==> src/rtl/pc_unit_pkg.sv <==
// Shared definitions for the fetch-side program-counter unit: next-PC op
// encodings, reset vector default and the taken-control-flow predicate.
package pc_unit_pkg;

    localparam int unsigned XLEN_DEFAULT     = 32;
    localparam logic [31:0] RESET_PC_DEFAULT = 32'h0000_0000;

    typedef enum logic [1:0] {
        PC_ADD4     = 2'b00,
        PC_ADD_IMM  = 2'b01,
        PC_IMM_JALR = 2'b10,
        PC_RSVD     = 2'b11   // behaves as PC_ADD4
    } pc_op_e;

    // True when the resolved instruction redirects control flow away from pc+4.
    function automatic logic is_taken_cf(input logic [1:0] op, input logic taken);
        return ((pc_op_e'(op) == PC_ADD_IMM) && taken) || (pc_op_e'(op) == PC_IMM_JALR);
    endfunction

endpackage

==> src/rtl/pc_unit_if.sv <==
// Fetch/execute bus of the PC unit. The slave side is the PC unit itself;
// the master side is the surrounding pipeline (fetch back-pressure and execute).
interface pc_unit_if #(
    parameter int unsigned XLEN = 32
);
    logic            stall_i;
    logic [XLEN-1:0] pc_o;
    logic [XLEN-1:0] pred_npc_o;
    logic            ex_valid_i;
    logic [XLEN-1:0] ex_pc_i;
    logic [XLEN-1:0] ex_pred_npc_i;
    logic [1:0]      ex_op_i;
    logic            ex_taken_i;
    logic [XLEN-1:0] ex_rs1_i;
    logic [XLEN-1:0] ex_imm_i;
    logic            flush_o;
    logic [XLEN-1:0] redirect_pc_o;

    modport slave (
        input  stall_i, ex_valid_i, ex_pc_i, ex_pred_npc_i, ex_op_i, ex_taken_i,
               ex_rs1_i, ex_imm_i,
        output pc_o, pred_npc_o, flush_o, redirect_pc_o
    );

    modport master (
        output stall_i, ex_valid_i, ex_pc_i, ex_pred_npc_i, ex_op_i, ex_taken_i,
               ex_rs1_i, ex_imm_i,
        input  pc_o, pred_npc_o, flush_o, redirect_pc_o
    );
endinterface

==> src/rtl/pc_unit_btb_dm.sv <==
// Direct-mapped branch target buffer: combinational lookup port and one
// synchronous write / invalidate port. Only the valid bits are reset.
module btb_dm #(
    parameter int unsigned XLEN    = 32,
    parameter int unsigned ENTRIES = 8
) (
    input  logic            clk,
    input  logic            rst_n,
    input  logic [XLEN-1:0] lookup_pc,
    output logic            hit,
    output logic [XLEN-1:0] hit_target,
    input  logic            wr_en,
    input  logic            inv_en,
    input  logic [XLEN-1:0] upd_pc,
    input  logic [XLEN-1:0] wr_target
);
    localparam int unsigned IDX_W = $clog2(ENTRIES);
    localparam int unsigned TAG_W = XLEN - IDX_W - 2;

    logic [ENTRIES-1:0] valid_q;
    logic [TAG_W-1:0]   tag_q    [ENTRIES];
    logic [XLEN-1:0]    target_q [ENTRIES];

    logic [IDX_W-1:0] lk_idx, upd_idx;
    logic [TAG_W-1:0] lk_tag, upd_tag;
    logic             upd_match;
    logic             unused_bits;

    assign lk_idx  = lookup_pc[IDX_W+1:2];
    assign lk_tag  = lookup_pc[XLEN-1:IDX_W+2];
    assign upd_idx = upd_pc[IDX_W+1:2];
    assign upd_tag = upd_pc[XLEN-1:IDX_W+2];

    // Instruction-alignment bits never take part in index or tag.
    assign unused_bits = ^{lookup_pc[1:0], upd_pc[1:0]};

    // Lookup reads pre-edge contents; no write-to-read bypass.
    assign hit        = valid_q[lk_idx] && (tag_q[lk_idx] == lk_tag);
    assign hit_target = target_q[lk_idx];
    assign upd_match  = valid_q[upd_idx] && (tag_q[upd_idx] == upd_tag);

    // Valid bits: set on taken update, cleared only when the resident tag matches.
    always_ff @(posedge clk or negedge rst_n) begin
        if (!rst_n) begin
            valid_q <= '0;
        end else if (wr_en) begin
            valid_q[upd_idx] <= 1'b1;
        end else if (inv_en && upd_match) begin
            valid_q[upd_idx] <= 1'b0;
        end
    end

    // Tag/target payload; an aliasing write simply overwrites the entry.
    always_ff @(posedge clk) begin
        if (wr_en) begin
            tag_q[upd_idx]    <= upd_tag;
            target_q[upd_idx] <= wr_target;
        end
    end

endmodule

==> src/rtl/pc_unit.sv <==
// Fetch program counter with BTB-based next-PC prediction and execute-stage
// mispredict detection / redirect.
module pc_unit
    import pc_unit_pkg::*;
#(
    parameter int unsigned     XLEN        = XLEN_DEFAULT,
    parameter logic [XLEN-1:0] RESET_PC    = XLEN'(RESET_PC_DEFAULT),
    parameter int unsigned     BTB_ENTRIES = 8,
    parameter bit              BTB_EN      = 1'b1
) (
    input logic       clk,
    input logic       rst_n,
    pc_unit_if.slave  bus
);
    logic [XLEN-1:0] pc_q;
    logic [XLEN-1:0] pc_plus4;
    logic [XLEN-1:0] pred_npc;
    logic [XLEN-1:0] actual;
    logic [XLEN-1:0] jalr_sum;
    logic            flush;
    logic            taken_cf;

    assign pc_plus4 = pc_q + XLEN'(4);
    assign jalr_sum = bus.ex_rs1_i + bus.ex_imm_i;
    assign taken_cf = is_taken_cf(bus.ex_op_i, bus.ex_taken_i);

    // Resolve the architecturally correct next PC of the execute-stage instruction.
    always_comb begin
        actual = bus.ex_pc_i + XLEN'(4);
        case (pc_op_e'(bus.ex_op_i))
            PC_ADD_IMM: if (bus.ex_taken_i) actual = bus.ex_pc_i + bus.ex_imm_i;
            PC_IMM_JALR: actual = {jalr_sum[XLEN-1:1], 1'b0};
            default: ;
        endcase
    end

    assign flush = bus.ex_valid_i && (actual != bus.ex_pred_npc_i);

    generate
        if (BTB_EN) begin : g_btb
            logic            btb_hit;
            logic [XLEN-1:0] btb_target;

            btb_dm #(
                .XLEN    (XLEN),
                .ENTRIES (BTB_ENTRIES)
            ) u_btb (
                .clk        (clk),
                .rst_n      (rst_n),
                .lookup_pc  (pc_q),
                .hit        (btb_hit),
                .hit_target (btb_target),
                .wr_en      (bus.ex_valid_i && taken_cf),
                .inv_en     (bus.ex_valid_i && !taken_cf),
                .upd_pc     (bus.ex_pc_i),
                .wr_target  (actual)
            );

            assign pred_npc = btb_hit ? btb_target : pc_plus4;
        end else begin : g_no_btb
            assign pred_npc = pc_plus4;
        end
    endgenerate

    // Fetch PC: a redirect beats back-pressure, otherwise follow the prediction.
    always_ff @(posedge clk or negedge rst_n) begin
        if (!rst_n) begin
            pc_q <= RESET_PC;
        end else if (flush) begin
            pc_q <= actual;
        end else if (!bus.stall_i) begin
            pc_q <= pred_npc;
        end
    end

    assign bus.pc_o          = pc_q;
    assign bus.pred_npc_o    = pred_npc;
    assign bus.flush_o       = flush;
    assign bus.redirect_pc_o = actual;

endmodule

==> src/flat_wrapper.sv <==
// flat-port wrapper written by rule: the top's interface ports become plain ports
module pc_unit_flat import pc_unit_pkg::*;
#(
    parameter int unsigned     XLEN        = XLEN_DEFAULT,
    parameter logic [XLEN-1:0] RESET_PC    = XLEN'(RESET_PC_DEFAULT),
    parameter int unsigned     BTB_ENTRIES = 8,
    parameter bit              BTB_EN      = 1'b1
)
  (clk, rst_n, bus_stall_i, bus_ex_valid_i, bus_ex_pc_i, bus_ex_pred_npc_i, bus_ex_op_i, bus_ex_taken_i, bus_ex_rs1_i, bus_ex_imm_i, bus_pc_o, bus_pred_npc_o, bus_flush_o, bus_redirect_pc_o);
  pc_unit_if #(.XLEN(XLEN)) bus_i ();
  input logic clk;
  input logic rst_n;
  input wire logic [$bits(bus_i.stall_i)-1:0] bus_stall_i;
  input wire logic [$bits(bus_i.ex_valid_i)-1:0] bus_ex_valid_i;
  input wire logic [$bits(bus_i.ex_pc_i)-1:0] bus_ex_pc_i;
  input wire logic [$bits(bus_i.ex_pred_npc_i)-1:0] bus_ex_pred_npc_i;
  input wire logic [$bits(bus_i.ex_op_i)-1:0] bus_ex_op_i;
  input wire logic [$bits(bus_i.ex_taken_i)-1:0] bus_ex_taken_i;
  input wire logic [$bits(bus_i.ex_rs1_i)-1:0] bus_ex_rs1_i;
  input wire logic [$bits(bus_i.ex_imm_i)-1:0] bus_ex_imm_i;
  output wire logic [$bits(bus_i.pc_o)-1:0] bus_pc_o;
  output wire logic [$bits(bus_i.pred_npc_o)-1:0] bus_pred_npc_o;
  output wire logic [$bits(bus_i.flush_o)-1:0] bus_flush_o;
  output wire logic [$bits(bus_i.redirect_pc_o)-1:0] bus_redirect_pc_o;
  assign bus_i.stall_i = bus_stall_i;
  assign bus_i.ex_valid_i = bus_ex_valid_i;
  assign bus_i.ex_pc_i = bus_ex_pc_i;
  assign bus_i.ex_pred_npc_i = bus_ex_pred_npc_i;
  assign bus_i.ex_op_i = bus_ex_op_i;
  assign bus_i.ex_taken_i = bus_ex_taken_i;
  assign bus_i.ex_rs1_i = bus_ex_rs1_i;
  assign bus_i.ex_imm_i = bus_ex_imm_i;
  assign bus_pc_o = bus_i.pc_o;
  assign bus_pred_npc_o = bus_i.pred_npc_o;
  assign bus_flush_o = bus_i.flush_o;
  assign bus_redirect_pc_o = bus_i.redirect_pc_o;
  pc_unit #(.XLEN(XLEN), .RESET_PC(RESET_PC), .BTB_ENTRIES(BTB_ENTRIES), .BTB_EN(BTB_EN)) u_core (.clk(clk), .rst_n(rst_n), .bus(bus_i));
endmodule
==> config.mk <==
export PLATFORM = sky130hd
export DESIGN_NAME = pc_unit_flat
export DESIGN_NICKNAME = d
export VERILOG_FILES = /design/src/rtl/pc_unit_pkg.sv /design/src/rtl/pc_unit_if.sv /design/src/rtl/pc_unit_btb_dm.sv /design/src/rtl/pc_unit.sv /design/src/flat_wrapper.sv
export SDC_FILE = /design/constraint.sdc
export NUM_CORES = 1
export LEC_CHECK = 0
export BUFFER_PORTS_ARGS = -buffer_cell sky130_fd_sc_hd__buf_2
export CORE_ASPECT_RATIO = 0.7
export CORE_MARGIN = 1.5
export CORE_UTILIZATION = 30
export CTS_BUF_LIST = sky130_fd_sc_hd__clkbuf_4 sky130_fd_sc_hd__clkbuf_8 sky130_fd_sc_hd__clkbuf_16
export CTS_CLUSTER_DIAMETER = 100
export DETAILED_ROUTE_END_ITERATION = 8
export PLACE_DENSITY = 0.54
export SYNTH_ARGS = -nofsm -noshare
export SYNTH_HDL_FRONTEND = slang
export SYNTH_HIERARCHICAL = 1
export SYNTH_SLANG_ARGS = --single-unit
==> constraint.sdc <==
create_clock -name clk -period 7.9 [get_ports clk]
set_input_delay 0.79 -clock clk [delete_from_list [all_inputs] [get_ports clk]]
set_output_delay 0.79 -clock clk [all_outputs]
set_load 0.02 [all_outputs]
# After elaboration in Yosys (flattened, before gate mapping)

Memory sizes are Yosys's and may differ from the RTL's.
Index checks and enable logic that the tools add are counted.

Output and inout bits: 97
Memories: 2
Register bits: 40
Input port bits: 135
Bits in writable memories: 472
Logic and storage cells: 46

Equality and inequality tests: 6
$lt $le $gt $ge: 3
Muxes and demuxes: 15
Bitwise gates (word level): 3
$add $sub $neg: 4
Reductions and logical operators: 11

Memories:

| memory                      | depth | bits a word | rd ports | clocked after memory_dff | write ports | line                 | RTL |
|---|---|---|---|---|---|---|---|
| u_core.g_btb.u_btb.target_q | 8     | 32          | 1        | 0                        | 1           | pc_unit_btb_dm.sv:22 | `logic [XLEN-1:0] target_q [ENTRIES];` |
| u_core.g_btb.u_btb.tag_q    | 8     | 27          | 2        | 0                        | 1           | pc_unit_btb_dm.sv:21 | `logic [TAG_W-1:0] tag_q [ENTRIES];` |

Operators with widths:

| cell                                                       | number |
|---|---|
| 2-to-1 mux 32 bit                                          | 4 |
| adder 32 x 3 -> 32 bit, second input constant              | 2 |
| adder 32 bit                                               | 2 |
| one-hot mux 32 bit (2 select lines)                        | 1 |
| == test 27 bit                                             | 2 |
| != test 32 bit                                             | 1 |
| 2-to-1 mux 8 bit                                           | 2 |
| bitwise AND 8 bit                                          | 1 |
| logical AND 1 bit                                          | 8 |
| less-than comparator 3 x 4 -> 1 bit, second input constant | 2 |
| NOT 8 bit                                                  | 1 |
| bitwise OR 8 bit                                           | 1 |
| binary-select mux 1 bit (select 3 bit)                     | 2 |
| 2-to-1 mux 1 bit                                           | 5 |
| demux 1 bit (select 3 bit)                                 | 1 |
| >= comparator 3 x 1 -> 1 bit, second input constant        | 1 |
| == test 2 x 1 -> 1 bit, second input constant              | 1 |
| == test 2 bit, second input constant                       | 1 |
| != test 2 x 1 -> 1 bit, second input constant              | 1 |
| nonzero test 2 bit                                         | 1 |
| logical NOT 1 bit                                          | 1 |
| logical OR 1 bit                                           | 1 |

# Depth between registers and ports, before layout

Depth in word-level cells: 8
Mapped depth: 18
Depth with buffers taken out: 16

# Modules after synthesis

The synthesis kept the hierarchy.

By module, submodules not included:

| module  | cells each | sequential area each (um^2) | times used | area an instance (um^2) |
|---|---|---|---|---|
| btb_dm  | 985        | 14,373.8                    | 1          | 20,499.7 |
| pc_unit | 1,156      | 800.8                       | 1          | 8,305.5 |

# Least setup slack after synthesis

OpenSTA, ideal clock, no wires.

Kind: input -> output
From: input bus_ex_pc_i[0]
To: output bus_flush_o
Stages: 16
Path slack: 2.717 ns
Required time: 7.110 ns
Buffers on the path: 1
Arrival: 4.393 ns
Cell sequence: ha_1 inv_1 fa_1 nor2b_1 o2111ai_2 a211oi_1 nor3_1 or3_1 nand3b_1 a21oi_1 mux2i_1 o211ai_1 xor2_1 o31ai_4 buf_4 inv_2

Longest elaborated chain between the ends: 5
Elaborated cells between the ends (all ways): 6
Classes of those cells: add/sub (2); eq/ne (1); mux (2); reduce/logical (1)

RTL lines:

| item                                                          | line                         | RTL |
|---|---|---|
| from (decl)                                                   | flat_wrapper.sv:15           | `input wire logic [$bits(bus_i.ex_pc_i)-1:0] bus_ex_pc_i;` |
| adder 32 x 3 -> 32 bit / adder 32 bit (equally long branches) | pc_unit.sv:29, pc_unit.sv:31 |  |
| 2-to-1 mux 32 bit                                             | pc_unit.sv:31                | `PC_ADD_IMM: if (bus.ex_taken_i) actual = bus.ex_pc_i + bus.ex_imm_i;` |
| one-hot mux 32 bit (2 select lines) (*)                       | pc_unit.sv:30                | `case (pc_op_e'(bus.ex_op_i))` |
| named net bus_redirect_pc_o[30]                               | flat_wrapper.sv:24           | `output wire logic [$bits(bus_i.redirect_pc_o)-1:0] bus_redirect_pc_o;` |
| != test 32 bit (*)                                            | pc_unit.sv:37                | `assign flush = bus.ex_valid_i && (actual != bus.ex_pred_npc_i);` |
| logical AND 1 bit (*)                                         | pc_unit.sv:37                |  |
| to (decl)                                                     | flat_wrapper.sv:23           | `output wire logic [$bits(bus_i.flush_o)-1:0] bus_flush_o;` |

Mark *: on every way through the listed nets, which the timed path passes. The rest lies on a longest branch.

# Worst setup path in the final report

From: input bus_ex_pc_i[0]
To: output bus_flush_o

Longest elaborated chain between the ends: 5
Elaborated cells between the ends (all ways): 6
Classes of those cells: add/sub (2); eq/ne (1); mux (2); reduce/logical (1)

RTL lines:

| item                                                          | line |
|---|---|
| adder 32 x 3 -> 32 bit / adder 32 bit (equally long branches) | pc_unit.sv:29, pc_unit.sv:31 |
| 2-to-1 mux 32 bit                                             | pc_unit.sv:31 |
| one-hot mux 32 bit (2 select lines) (*)                       | pc_unit.sv:30 |
| != test 32 bit (*)                                            | pc_unit.sv:37 |
| logical AND 1 bit (*)                                         | pc_unit.sv:37 |

Mark *: on every way between the ends. The rest lies on a longest branch, timed or not.

==> out/qor.yml <==
status: "finished clean"
synth-edff-count: 472
leakage_nw: 11.3
final_nets: 2573
drive_gt1_share_pct: 27.0
cts_root_buffer: "clkbuf_16"
wl_um: 107000
cts_tree: "built"
cts_hold_buf: 0
crit_chain: "buf_2 -> ha_1 -> inv_1 -> fa_1 -> nor2b_1 -> o2111ai_2 -> a21oi_1 -> o21ai_0 -> nand3_1 -> o221ai_2 -> xor2_1 -> a2111oi_0 -> nand4_1 -> nor4_1 -> o211ai_2 -> o31ai_4 -> inv_2 -> buf_2"
synth.mux.area_fraction_pct: 18.7
max_clock_freq_mhz: 153
reg2reg_slack_ns: 2.65
syn_inst: 2141
grt_overflow: 0
die-area_mm2: 0.0979
syn_to_final_growth_pct: 15.8
routedWlPerCell_um: 29.1
cp.arrival_ns: 5.73
cts_buffers: 53
rows: 94
htree_levels: 2
hold_viol: 0
die_h_um: 262
p_per_area_mw_per_mm2: 242
clockBufferDepth: 3
grt_max_degree: 62
max-cap-violations: 0
grt_util_all_layers_pct: 21.3
antenna_found_initial: 12
yosysWarnings: 6
synthFlopType: "edfxtp_1"
min_period_over_period_pct: 82.5
reg2reg_from: "u_core/bus.pc_o[3]"
postRouteAntennaNets: 0
peakVddDrop_uv: 160
pre_cts_ws_ns: 1.47
worstPathBufferInverterCount: 4
cts_setup_buffers: 0
slew_headroom_pct: 17.1
endpoint_kind: "output pin"
synth_compound_area_share_pct: 8.82
via_per_inst: 5.70
worstSetupPathType: "in -> out"
synth_top_area_share_pct: 49.2
setup_violations: 0
hpwl_um: 77100
worstPathRequired_ns: 7.11
synth_fp_nets: 2343
synth_seq_area_share_pct: 52.7
cts_sinks: 512
io_pins: 232
core_mm2: 0.0946
via_count: 20900
grt_pass1_vias: 20800
syn_avg_cell_area_um2: 13.5
firstDrtPassIters: 5
ys_ff_latch: 512
finClkSkew_ns: 0.0364
synthXorXnorAreaFrac_pct: 5.22
fin_setup_tns_ns: 0
path_delay_family: "compound AO/OA/AOI/OAI gates"
synthAdderAreaFrac_pct: 2.96
worstPathMaxFanout: 11
hp-class: "in -> async"
path_clk_slew_ns: 0.06
yosysMostFrequentCell: "edfxtp_1"
worst_slack_ns: 1.38
crit_path_top_delay_cell: "a2111oi_0"
start_util_pct: 30.5
synth.top_cells.by_area: "edfxtp_1 49%, mux4_2 12%, dfrtp_1 3.5%"
first_iter_violations: 2192
slowest_delay_ns: 0.76
ctsResizeCount: 0
die_w_um: 373
yosysTopAreaCell: "edfxtp_1"
ys_types: 88
critPathLaunchType: "input port"
synthSimpleGateAreaFrac_pct: 9.19
min_period_ns: 6.52
io_buffers: 231
syn-cell-area_mm2: 0.0288
crit_top_cell: "buf_2"
grt_pass1_wl_um: 153000
reg2reg_depth: 11
async_flop_share_pct: 7.81
gp_congestion: 0.915
worstReg2RegEnd: "u_core/bus.pc_o[21]"
finalMaxSlewViolations: 0
drc_errors: 0
tightest_slew_ns: 1.24
synth.top_cells.by_count: "472 x edfxtp_1, 154 x mux4_2, 132 x nand2_1"
insertion_delay_ns: 0.61
synth_top_family_by_area: "multiplexers"
rsz0062_at_grt: "no"
## final cells by class
type | count | area, µm²
antenna | 5 | 12.5
fill | 9166 | 61200
inverter | 46 | 173
clock buffer | 62 | 1420
clock inverter | 36 | 383
timing repair buffer | 289 | 1610
multi-input combinational | 1469 | 13000
tap | 1248 | 1560
sequential | 512 | 15200
## report_power, final
part	total (mW)	switching [mW]	internal (mW)
clock network	2.59	1.07	1.52
logic	2.14	1.28	0.865
registers	3.32	0.230	3.09
total	8.06	2.58	5.48
## logic make-up after synthesis
| group | count (synthesis) |
|---|---|
| AOI/OAI and AO/OA | 373 |
| muxes | 335 |
| adders and majority gates | 67 |
| buffers and inverters | 160 |
| DFF | 512 |
| and+or+nand+nor | 524 |
| xor gates and xnor gates | 170 |
## worst max-delay path by stage
stage / end / from / cells past startpoint
floorplan: bus_flush_o / bus_ex_pc_i[0] / 16
global placement: u_core/bus.pc_o[1] / bus_ex_pc_i[0] / 18
detailed placement: u_core/bus.pc_o[4] / bus_ex_pc_i[15] / 13
CTS: bus_flush_o / bus_ex_pc_i[15] / 13
global route: bus_flush_o / bus_ex_pc_i[15] / 13
finish: bus_flush_o / bus_ex_pc_i[0] / 18
## worst reg2reg max path, delay by kind of cell (launching register included)
family                 cells  cell delay [ns]
flip-flops                 1             1.04
AO/OA/AOI/OAI              1             0.59
buffers and inverters      2             1.11
multiplexers               4             1.31
XOR/XNOR                   1             0.09
AND/OR/NAND/NOR            3             1.00
## layout by cell type, fill, tap and decap left out, types with 15 or more instances in the layout
cell type	n
inv_1	45
mux4_2	154
nor4_1	25
clkbuf_16	54
nor2_1	107
xnor2_1	98
and3_1	18
nand2b_1	16
mux2_1	21
a211oi_1	28
o21ai_0	82
xor2_1	71
nand4_1	35
mux2i_1	85
nand3_1	49
buf_2	230
dfrtp_1	37
o21a_1	16
buf_4	58
clkinv_2	15
nor2b_1	26
nor3_1	41
o22ai_1	22
a21oi_1	80
nand2_1	132
edfxtp_1	472
ha_1	65
mux2_2	75
## stage by stage
stage / util (%) / cell area [µm²] / hold WS, ns / instances / power [mW]
after floorplan: - / 28800 / 0.494 / 2141 / 4.64
after global placement: 33.4 / 31500 / 0.532 / 3564 / 5.48
after detailed placement: 33.4 / 31500 / 0.555 / 3564 / 5.50
after CTS: 35.3 / 33300 / 0.316 / 3662 / 8.09
after global routing: 35.3 / 33400 / 0.333 / 3665 / 8.34
final: 35.3 / 33400 / 0.298 / 3667 / 8.06
## state kept, by name (all words and copies together), names as in the netlist, named ones only
| signal | flops |
|---|---|
| u_core/g_btb.u_btb/tag_q | 216 |
| u_core/bus.pc_o | 32 |
| u_core/g_btb.u_btb/target_q | 256 |
## metal layers
layer | GRT usage [%] | routed length (µm) | vias up
met3 | 4.29 | 9770 | 115
li1 | - | - | 8929
met1 | 31.4 | 48100 | 10800
met2 | 32.2 | 47000 | 1046
met5 | 0 | 55 | -
met4 | 4.53 | 1860 | 8
Note: power is estimated with default switching activity, not from simulation.
